`config.mk`:
```
export PLATFORM = sky130hd
export DESIGN_NAME = pipeline_hazard_controller_flat
export DESIGN_NICKNAME = d
export VERILOG_FILES = /design/src/rtl/pipeline_hazard_controller_if.sv /design/src/rtl/pipeline_hazard_controller.sv /design/src/flat_wrapper.sv
export SDC_FILE = /design/constraint.sdc
export NUM_CORES = 1
export LEC_CHECK = 0
export CAP_MARGIN = 20
export CORE_UTILIZATION = 40
export DETAILED_ROUTE_END_ITERATION = 10
export SYNTH_ARGS = -nofsm -noshare
export SYNTH_HDL_FRONTEND = slang
export SYNTH_SLANG_ARGS = --single-unit
```
`constraint.sdc`:
```
create_clock -name clk -period 7 [get_ports clk]
set_input_delay 1.75 -clock clk [delete_from_list [all_inputs] [get_ports clk]]
set_output_delay 1.75 -clock clk [all_outputs]
set_load 0.01 [all_outputs]
```
`src/rtl/pipeline_hazard_controller_if.sv`:
```
// Pipeline hazard controller ID-stage interface: decode fields in, pipeline controls and status out.
// Latency: n/a (wires only).
// Backpressure: n/a; stall and flush are expressed by pc_en/if_id_en/if_id_flush/id_ex_bubble.
//
// Ports (master = pipeline/ID stage, slave = hazard controller):
//   id_valid, id_rs1, id_rs2, id_use_rs1, id_use_rs2, id_rd, id_reg_write, id_branch_taken : ID instruction fields
//   sb_hold       : test hook, freezes the destination-register scoreboard while high
//   pc_en, if_id_en, if_id_flush, id_ex_bubble, hazard : pipeline controls
//   stall_count, flush_count, stall_timeout             : performance counters and sticky error
interface pipeline_hazard_controller_if #(
  parameter int CNT_WIDTH = 32
);
  logic                 id_valid;
  logic [4:0]           id_rs1;
  logic [4:0]           id_rs2;
  logic                 id_use_rs1;
  logic                 id_use_rs2;
  logic [4:0]           id_rd;
  logic                 id_reg_write;
  logic                 id_branch_taken;
  logic                 sb_hold;
  logic                 pc_en;
  logic                 if_id_en;
  logic                 if_id_flush;
  logic                 id_ex_bubble;
  logic                 hazard;
  logic [CNT_WIDTH-1:0] stall_count;
  logic [CNT_WIDTH-1:0] flush_count;
  logic                 stall_timeout;

  modport master (
    output id_valid, id_rs1, id_rs2, id_use_rs1, id_use_rs2, id_rd, id_reg_write, id_branch_taken, sb_hold,
    input  pc_en, if_id_en, if_id_flush, id_ex_bubble, hazard, stall_count, flush_count, stall_timeout
  );

  modport slave (
    input  id_valid, id_rs1, id_rs2, id_use_rs1, id_use_rs2, id_rd, id_reg_write, id_branch_taken, sb_hold,
    output pc_en, if_id_en, if_id_flush, id_ex_bubble, hazard, stall_count, flush_count, stall_timeout
  );
endinterface

```
`src/rtl/pipeline_hazard_controller.sv`:
```
// Stall/flush sequencer for a 5-stage RV32 pipeline without forwarding (RAW scoreboard over EX/MW/WB).
// Latency: controls are combinational (zero-cycle); scoreboard, counters and timeout update on the next clk edge.
// Backpressure: on a RAW hazard PC and IF_ID freeze and ID_EX takes a bubble; a taken branch flushes IF_ID.
//
// Ports: clk, resetn (async active-low), hc (slave modport of pipeline_hazard_controller_if).
module pipeline_hazard_controller #(
  parameter bit WB_BYPASS = 1'b0,
  parameter int CNT_WIDTH = 32
) (
  input  logic                          clk,
  input  logic                          resetn,
  pipeline_hazard_controller_if.slave   hc
);

  // Longest legal run of consecutive hazard cycles; one more means the scoreboard is stuck.
  localparam logic [2:0]           LIMIT   = WB_BYPASS ? 3'd2 : 3'd3;
  localparam logic [CNT_WIDTH-1:0] CNT_ONE = CNT_WIDTH'(1);

  logic                 r_ex_v, r_mw_v, r_wb_v;
  logic [4:0]           r_ex_rd, r_mw_rd, r_wb_rd;
  logic [CNT_WIDTH-1:0] r_stall_count, r_flush_count;
  logic [2:0]           r_hz_cnt;
  logic                 r_stall_timeout;

  logic w_match_rs1, w_match_rs2, w_raw, w_issue;
  logic w_pc_en, w_if_id_en, w_if_id_flush, w_id_ex_bubble, w_hazard;

  function automatic logic f_match(
    input logic [4:0] r,
    input logic ex_v, input logic [4:0] ex_rd,
    input logic mw_v, input logic [4:0] mw_rd,
    input logic wb_v, input logic [4:0] wb_rd
  );
    return (r != 5'd0) &&
           ((ex_v && ex_rd == r) || (mw_v && mw_rd == r) || (!WB_BYPASS && wb_v && wb_rd == r));
  endfunction

  assign w_match_rs1 = f_match(hc.id_rs1, r_ex_v, r_ex_rd, r_mw_v, r_mw_rd, r_wb_v, r_wb_rd);
  assign w_match_rs2 = f_match(hc.id_rs2, r_ex_v, r_ex_rd, r_mw_v, r_mw_rd, r_wb_v, r_wb_rd);
  assign w_raw   = hc.id_valid && ((hc.id_use_rs1 && w_match_rs1) || (hc.id_use_rs2 && w_match_rs2));
  assign w_issue = hc.id_valid && !w_raw;

  // Reset forces the frozen/bubble pattern; hazard beats branch because the
  // branch comparator saw stale operands.
  always_comb begin
    w_pc_en        = 1'b0;
    w_if_id_en     = 1'b0;
    w_if_id_flush  = 1'b0;
    w_id_ex_bubble = 1'b1;
    w_hazard       = 1'b0;
    if (resetn) begin
      w_hazard = w_raw;
      if (!w_raw) begin
        w_pc_en    = 1'b1;
        w_if_id_en = 1'b1;
        if (hc.id_valid && hc.id_branch_taken) begin
          w_if_id_flush  = 1'b1;
          w_id_ex_bubble = 1'b0;
        end else begin
          w_id_ex_bubble = !hc.id_valid;
        end
      end
    end
  end

  // Scoreboard shift; x0 writes are dropped so they never match.
  always_ff @(posedge clk or negedge resetn) begin
    if (!resetn) begin
      r_ex_v  <= 1'b0;
      r_mw_v  <= 1'b0;
      r_wb_v  <= 1'b0;
      r_ex_rd <= 5'd0;
      r_mw_rd <= 5'd0;
      r_wb_rd <= 5'd0;
    end else if (!hc.sb_hold) begin
      r_wb_v  <= r_mw_v;
      r_wb_rd <= r_mw_rd;
      r_mw_v  <= r_ex_v;
      r_mw_rd <= r_ex_rd;
      r_ex_v  <= w_issue && hc.id_reg_write && (hc.id_rd != 5'd0);
      r_ex_rd <= hc.id_rd;
    end
  end

  always_ff @(posedge clk or negedge resetn) begin
    if (!resetn) begin
      r_stall_count <= '0;
      r_flush_count <= '0;
    end else begin
      if (w_hazard && r_stall_count != '1)
        r_stall_count <= r_stall_count + CNT_ONE;
      if (w_if_id_flush && r_flush_count != '1)
        r_flush_count <= r_flush_count + CNT_ONE;
    end
  end

  // Consecutive-hazard watchdog: trips on the hazard cycle that would push
  // the run length past LIMIT; the run counter saturates at 7.
  always_ff @(posedge clk or negedge resetn) begin
    if (!resetn) begin
      r_hz_cnt        <= 3'd0;
      r_stall_timeout <= 1'b0;
    end else if (w_hazard) begin
      if (r_hz_cnt >= LIMIT)
        r_stall_timeout <= 1'b1;
      if (r_hz_cnt != 3'd7)
        r_hz_cnt <= r_hz_cnt + 3'd1;
    end else begin
      r_hz_cnt <= 3'd0;
    end
  end

  assign hc.pc_en         = w_pc_en;
  assign hc.if_id_en      = w_if_id_en;
  assign hc.if_id_flush   = w_if_id_flush;
  assign hc.id_ex_bubble  = w_id_ex_bubble;
  assign hc.hazard        = w_hazard;
  assign hc.stall_count   = r_stall_count;
  assign hc.flush_count   = r_flush_count;
  assign hc.stall_timeout = r_stall_timeout;

endmodule

```
`src/flat_wrapper.sv`:
```
// flat-port wrapper written by rule: the top's interface ports become plain ports
module pipeline_hazard_controller_flat 
#(
  parameter bit WB_BYPASS = 1'b0,
  parameter int CNT_WIDTH = 32
)
  (clk, resetn, hc_id_valid, hc_id_rs1, hc_id_rs2, hc_id_use_rs1, hc_id_use_rs2, hc_id_rd, hc_id_reg_write, hc_id_branch_taken, hc_sb_hold, hc_pc_en, hc_if_id_en, hc_if_id_flush, hc_id_ex_bubble, hc_hazard, hc_stall_count, hc_flush_count, hc_stall_timeout);
  pipeline_hazard_controller_if #(.CNT_WIDTH(CNT_WIDTH)) hc_i ();
  input  logic clk;
  input  logic resetn;
  input wire logic [$bits(hc_i.id_valid)-1:0] hc_id_valid;
  input wire logic [$bits(hc_i.id_rs1)-1:0] hc_id_rs1;
  input wire logic [$bits(hc_i.id_rs2)-1:0] hc_id_rs2;
  input wire logic [$bits(hc_i.id_use_rs1)-1:0] hc_id_use_rs1;
  input wire logic [$bits(hc_i.id_use_rs2)-1:0] hc_id_use_rs2;
  input wire logic [$bits(hc_i.id_rd)-1:0] hc_id_rd;
  input wire logic [$bits(hc_i.id_reg_write)-1:0] hc_id_reg_write;
  input wire logic [$bits(hc_i.id_branch_taken)-1:0] hc_id_branch_taken;
  input wire logic [$bits(hc_i.sb_hold)-1:0] hc_sb_hold;
  output wire logic [$bits(hc_i.pc_en)-1:0] hc_pc_en;
  output wire logic [$bits(hc_i.if_id_en)-1:0] hc_if_id_en;
  output wire logic [$bits(hc_i.if_id_flush)-1:0] hc_if_id_flush;
  output wire logic [$bits(hc_i.id_ex_bubble)-1:0] hc_id_ex_bubble;
  output wire logic [$bits(hc_i.hazard)-1:0] hc_hazard;
  output wire logic [$bits(hc_i.stall_count)-1:0] hc_stall_count;
  output wire logic [$bits(hc_i.flush_count)-1:0] hc_flush_count;
  output wire logic [$bits(hc_i.stall_timeout)-1:0] hc_stall_timeout;
  assign hc_i.id_valid = hc_id_valid;
  assign hc_i.id_rs1 = hc_id_rs1;
  assign hc_i.id_rs2 = hc_id_rs2;
  assign hc_i.id_use_rs1 = hc_id_use_rs1;
  assign hc_i.id_use_rs2 = hc_id_use_rs2;
  assign hc_i.id_rd = hc_id_rd;
  assign hc_i.id_reg_write = hc_id_reg_write;
  assign hc_i.id_branch_taken = hc_id_branch_taken;
  assign hc_i.sb_hold = hc_sb_hold;
  assign hc_pc_en = hc_i.pc_en;
  assign hc_if_id_en = hc_i.if_id_en;
  assign hc_if_id_flush = hc_i.if_id_flush;
  assign hc_id_ex_bubble = hc_i.id_ex_bubble;
  assign hc_hazard = hc_i.hazard;
  assign hc_stall_count = hc_i.stall_count;
  assign hc_flush_count = hc_i.flush_count;
  assign hc_stall_timeout = hc_i.stall_timeout;
  pipeline_hazard_controller #(.WB_BYPASS(WB_BYPASS), .CNT_WIDTH(CNT_WIDTH)) u_core (.clk(clk), .resetn(resetn), .hc(hc_i));
endmodule
```
Yosys cells after proc, flatten, opt, wreduce, memory -nomap -nowiden
Cells that the tools add are included.

storage, ports and cells
  flip-flop bits (word level) = 86
  input bits = 23
  logic and storage cells = 63

operators by class
  add/sub/neg operators = 3
  order comparisons = 1
  equality and inequality tests = 10
  multiplexer cells = 11
  reductions and logical operators = 28

operators with widths
  cell                                                               number
  adder 32 x 1 -> 32 bit, second input constant                      2
  != test 32 bit, second input constant                              2
  == test 5 bit                                                      6
  logical AND 1 bit                                                  17
  nonzero test 5 bit                                                 3
  2-to-1 mux 1 bit                                                   9
  2-to-1 mux 3 bit                                                   2
  logical OR 1 bit                                                   5
  adder 3 x 1 -> 3 bit, second input constant                        1
  greater-or-equal comparator 3 x 2 -> 1 bit, second input constant  1
  != test 3 bit, second input constant                               1
  logical NOT 1 bit                                                  2
  != test 2 bit, second input constant                               1
  AND reduction 2 bit                                                1

Longest topological paths before layout
  depth in word-level cells = 12
  depth in mapped cells = 9
  gate-level depth less buffers = 8

Worst setup path after synthesis
No wires, ideal clock.

  kind = input -> output
  start = input hc_id_rs1[0]
  end = output hc_pc_en
  data arrival time = 3.564 ns
  required time = 5.250 ns
  setup slack = 1.686 ns
  stages = 8
  cell sequence = or4_1 > o21ai_2 > a31oi_1 > or2_1 > buf_6 > buf_2 > a21boi_0 > buf_4

on the way
  word-level cells in the longest chain between the ends = 10
  elaborated cells between the ends (all ways) = 15
  those cells by class = eq/ne: 3; mux: 2; reduce/logical: 10

RTL lines
  item                                line                              text
  from (decl)                         flat_wrapper.sv:12                input wire logic [$bits(hc_i.id_rs1)-1:0] hc_id_rs1;
  == test 5 bit                       pipeline_hazard_controller.sv:35  ((ex_v && ex_rd == r) || (mw_v && mw_rd == r) || (!WB_BYPASS && wb_v && wb_rd == r));
  logical AND 1 bit                   pipeline_hazard_controller.sv:35
  logical OR 1 bit (2 in series)      pipeline_hazard_controller.sv:35
  logical AND 1 bit (*)               pipeline_hazard_controller.sv:34  return (r != 5'd0) &&
  logical AND 1 bit (*)               pipeline_hazard_controller.sv:40  assign w_raw = hc.id_valid && ((hc.id_use_rs1 && w_match_rs1) || (hc.id_use_rs2 && w_match_rs2));
  logical OR 1 bit (*)                pipeline_hazard_controller.sv:40
  logical AND 1 bit (*)               pipeline_hazard_controller.sv:40
  2-to-1 mux 1 bit (*) (2 in series)  --
  to (decl)                           flat_wrapper.sv:20                output wire logic [$bits(hc_i.pc_en)-1:0] hc_pc_en;

Every way passes the cells marked *; elsewhere a longest branch is shown, timed or not.

Final worst setup path
  start = input hc_id_rs1[0]
  end = output hc_pc_en

on the way
  word-level cells in the longest chain between the ends = 10
  elaborated cells between the ends (all ways) = 15
  those cells by class = eq/ne: 3; mux: 2; reduce/logical: 10

RTL lines
  item                            line                              text
  == test 5 bit                   pipeline_hazard_controller.sv:35
  logical AND 1 bit               pipeline_hazard_controller.sv:35
  logical OR 1 bit (2 in series)  pipeline_hazard_controller.sv:35
  logical AND 1 bit (*)           pipeline_hazard_controller.sv:34
  logical AND 1 bit (*)           pipeline_hazard_controller.sv:40
  logical OR 1 bit (*)            pipeline_hazard_controller.sv:40
  logical AND 1 bit (*)           pipeline_hazard_controller.sv:40
  2-to-1 mux 1 bit (*)            pipeline_hazard_controller.sv:53  if (!w_raw) begin
  2-to-1 mux 1 bit (*)            pipeline_hazard_controller.sv:51  if (resetn) begin

Marks and branches as above.

==> impl_results.md <==
* Unrepaired setup endpoints after global routing: false
* GPL Wtd Cong at 0.8469
* IO buf count at 92
* Number of unique standard cell types used by synthesis at 44
* Net Count, Synth at 448
* Worst slew slack as a fraction of its limit at 0.4582
* Count of clock tree sinks at 86
* Hold Violations, Final at 0
* Synthesized netlist cell count at 420
* Most frequent cells after synthesis: sky130_fd_sc_hd__dfrtp_1, sky130_fd_sc_hd__xor2_1, sky130_fd_sc_hd__nand3_1
* Synthesis-stage register bit count at 86
* Worst IR drop on VDD at 0.1322 mV
* Proportion of netlist area held by the largest area contributor at 0.4795
* Via count of the first global-routing pass at 3357
* Cts hold-fix bufs at 0
* Worst endpoint required time at 5.25 ns
* Main combinational cell family by area after synthesis: simple AND/OR/NAND/NOR gates
* Average wire per standard cell at 15.79 µm
* Cell area after synthesis at 4488 µm²
* Buffer type at the clock tree root: sky130_fd_sc_hd__clkbuf_8
* Transition time of the tightest slew-check pin at 0.8127 ns
* Number of enable flip-flop cells after synthesis at 0
* Overall Global Routing Usage at 0.1885
* Largest net degree at the start of global routing at 67
* Worst-path cell with the longest stage delay: sky130_fd_sc_hd__clkdlybuf4s50_1
* Drt pass-1 iters at 4
* Setup TNS at 0 ns
* Number of antenna violations at the first check in global routing at 0
* Dpl cell area at 5547 µm²
* Wire length of the first global-routing pass at 16.94 mm
* Ports placed on the boundary at 93
* Final Critical Period at 6.016 ns
* Leak Pwr at 2.601 nW
* Layout Skew at 0.01437 ns
* Xor and xnor fraction of the mapped netlist area at 0.1815
* Capturing element type of the critical path: primary output
* Clock-pin transition on the worst setup and hold timing paths at 0.09 ns
* Length in cells of the worst reg-to-reg path at 7
* Max Clock Freq at 0.1662 GHz
* Post-synthesis simple-gate area fraction at 0.2236
* Fraction of final layout cells sized beyond drive strength 1 at 0.1073
* Sort of element at the start of the critical path: input pin
* Mean Syn Cell Area at 10.69 µm²
* Final std cell area, no fill at 5793 µm²
* Worst path cell trace: clkdlybuf4s50_1 -> or4_1 -> o21ai_2 -> a31oi_1 -> or2_1 -> a21boi_0 -> clkdlybuf4s50_1
* Total design power at 1.159 mW
* Cells taking the most area after synthesis: sky130_fd_sc_hd__dfrtp_1, sky130_fd_sc_hd__xor2_1, sky130_fd_sc_hd__mux2_2, sky130_fd_sc_hd__nand3_1, sky130_fd_sc_hd__xnor2_1
* Crit-path leading delay family: buffers and inverters
* Horiz. Die Dim at 107.9 µm
* Arrival @ worst endpoint at 4.27 ns
* Initial DRC Count at 134
* Total number of vias at 3492
* Most used flip-flop cell after synthesis: sky130_fd_sc_hd__dfrtp_1
* Power per unit of standard cell area at 200.0 nW/µm²
* Global route total overflow at 0
* Post-Route WL at 10.46 mm
* Most frequently used cell type in the post-synthesis netlist: sky130_fd_sc_hd__dfrtp_1
* Final Cycle Share at 0.8594
* Tightest Hold Check Type: flop to flop
* Share of synthesized registers carrying an async set or reset at 1.000
* Final HPWL from detailed placement at 7.548 mm
* Detail-routed via count per cell at 5.275
* Largest driver fanout on the critical path at 4
* Post-detailed-route DRC marker count at 0
* Worst hold start: u_core.hc.stall_count[9]$_DFFE_PN0P_
* Floorplan row count at 38
* Buffer levels on the longest clock path at 2
* Fraction of synthesized area in multiplexers at 0.04990
* TritonCTS clock tree: done
* Core footprint at 10890 µm²
* Clock insertion delay at the later pin of the skew report at 0.35 ns
* Class of the most critical setup path: input pin to primary output
* Worst stage delay on the critical path at 0.63 ns
* Worst hold path cell count at 1
* Count of endpoints failing setup in the final report at 0
* Seq/Total Area, Yosys at 0.4795
* Max capacitance violation total at 0
* Total clock buffers created by CTS at 9
* Launching point of the worst reg2reg path: u_core.hc.stall_count[6]$_DFFE_PN0P_
* Biggest area consumer among synthesized cells: sky130_fd_sc_hd__dfrtp_1
* Area added between synthesis and finish at 29.08%
* Outcome: complete, no violations
* Number of inserted filler cells in the final layout at 996
* Resized Gates After CTS at 0
* Post-CTS Setup Inserts at 0
* Height of the die at 107.9 µm
* Crit. Startpoint: hc_id_rs1[0]
* Htree depth at 3
* Initial core utilization at 0.4122
* Synth warn at 0
* Fraction of the mapped netlist area in compound gates at 0.03039
* Die Area at 11650 µm²
* Final Util at 0.5321
* Path length in cells of the critical path at 7
* Ant diodes at 0
* Max-slew violation total from the final report at 0
* Arithmetic-cell share of the synthesized area counting full adders, half adders and majority gates at 0.01394
* Final layout net count at 545
* Worst-case hold slack at 0.4927 ns
* Cell with the most instances on the worst path: sky130_fd_sc_hd__clkdlybuf4s50_1
* Buffers & Inverters on Critical Path at 2
* Number of nets with antenna violations after routing at 0
where the power goes:
| part | internal [mW] | leakage (nW) | switching [mW] |
|---|---|---|---|
| clock | 0.247 | 0.126 | 0.182 |
| sequential | 0.529 | 1.13 | 0.0447 |
| combinational | 0.0875 | 1.35 | 0.0692 |
| total | 0.863 | 2.60 | 0.296 |
through the flow:
step	setup slack, ns	std cells
2_1_floorplan	1.686	420
3_3_place_gp	1.023	646
3_5_place_dp	0.9879	646
4_1_cts	0.9683	662
5_1_grt	0.8360	662
6_report	0.9839	662
flip-flops by register name, summed over array words and instances (netlist names):
register                 cells
u_core.r_wb_rd               5
u_core.r_ex_v                1
u_core.r_mw_v                1
u_core.hc.stall_timeout      1
u_core.r_ex_rd               5
u_core.r_wb_v                1
u_core.r_mw_rd               5
u_core.r_hz_cnt              3
u_core.hc.stall_count       32
u_core.hc.flush_count       32
cell type report:
cell class / instances / area [µm²] / area share
clock buffer: 10 / 137.6 / 0.02376
clock inverter: 6 / 108.9 / 0.01879
inverter: 10 / 37.54 / 0.006479
multi-input combinational: 315 / 2241 / 0.3868
sequential: 86 / 2152 / 0.3715
tap: 140 / 175.2 / 0.03024
timing repair buffer: 95 / 940.9 / 0.1624
placed cells by master, fill, tap and decap left out, drive strengths merged, types with 2 or more instances in the layout:
cell and instances:
xnor2 17, ha 5, clkinv 3, nor2 29, a31oi 2, nand3b 2, buf 4, and4 8
nor3 27, o21ai 4, or2 4, clkbuf 10, nand3 33, inv 10, or3 4, bufinv 3
dfrtp 86, and3 8, a311oi 3, nor4b 2, mux2 19, nand4 10, nand2 28, nor4 20
or4 3, clkdlybuf4s50 91, xor2 76
logic make-up (layout without fill, tap and decap cells):
kind of cell	Yosys count	in the layout
AO/OA/AOI/OAI	17	17
flip-flops	86	86
buffers and inverters	19	121
AND/OR/NAND/NOR	180	180
multiplexers	20	20
adder cells (fa/ha/maj)	5	5
XOR/XNOR	93	93
layer usage:
layer,global-route usage,vias to the layer above,wire length [µm]
li1,-,1678,-
met1,0.2556,1720,4961
met5,0,-,0
met3,0.03390,10,406
met4,0.06360,0,110
met2,0.3040,84,4976
path summary, 6_finish.rpt:
| path | to | slack, ns |
|---|---|---|
| hold reg to reg | u_core.hc.stall_count[9]$_DFFE_PN0P_ | 0.49 |
| setup / recovery | hc_pc_en | 0.98 |
| hold / removal | u_core.hc.stall_count[9]$_DFFE_PN0P_ | 0.49 |
| min in group asynchronous | u_core.hc.stall_count[2]$_DFFE_PN0P_ | 1.29 |
| setup reg to reg | u_core.hc.stall_count[23]$_DFFE_PN0P_ | 4.50 |
| max in group asynchronous | u_core.hc.flush_count[19]$_DFFE_PN0P_ | 4.56 |
Power figures use the tool's default switching activity.
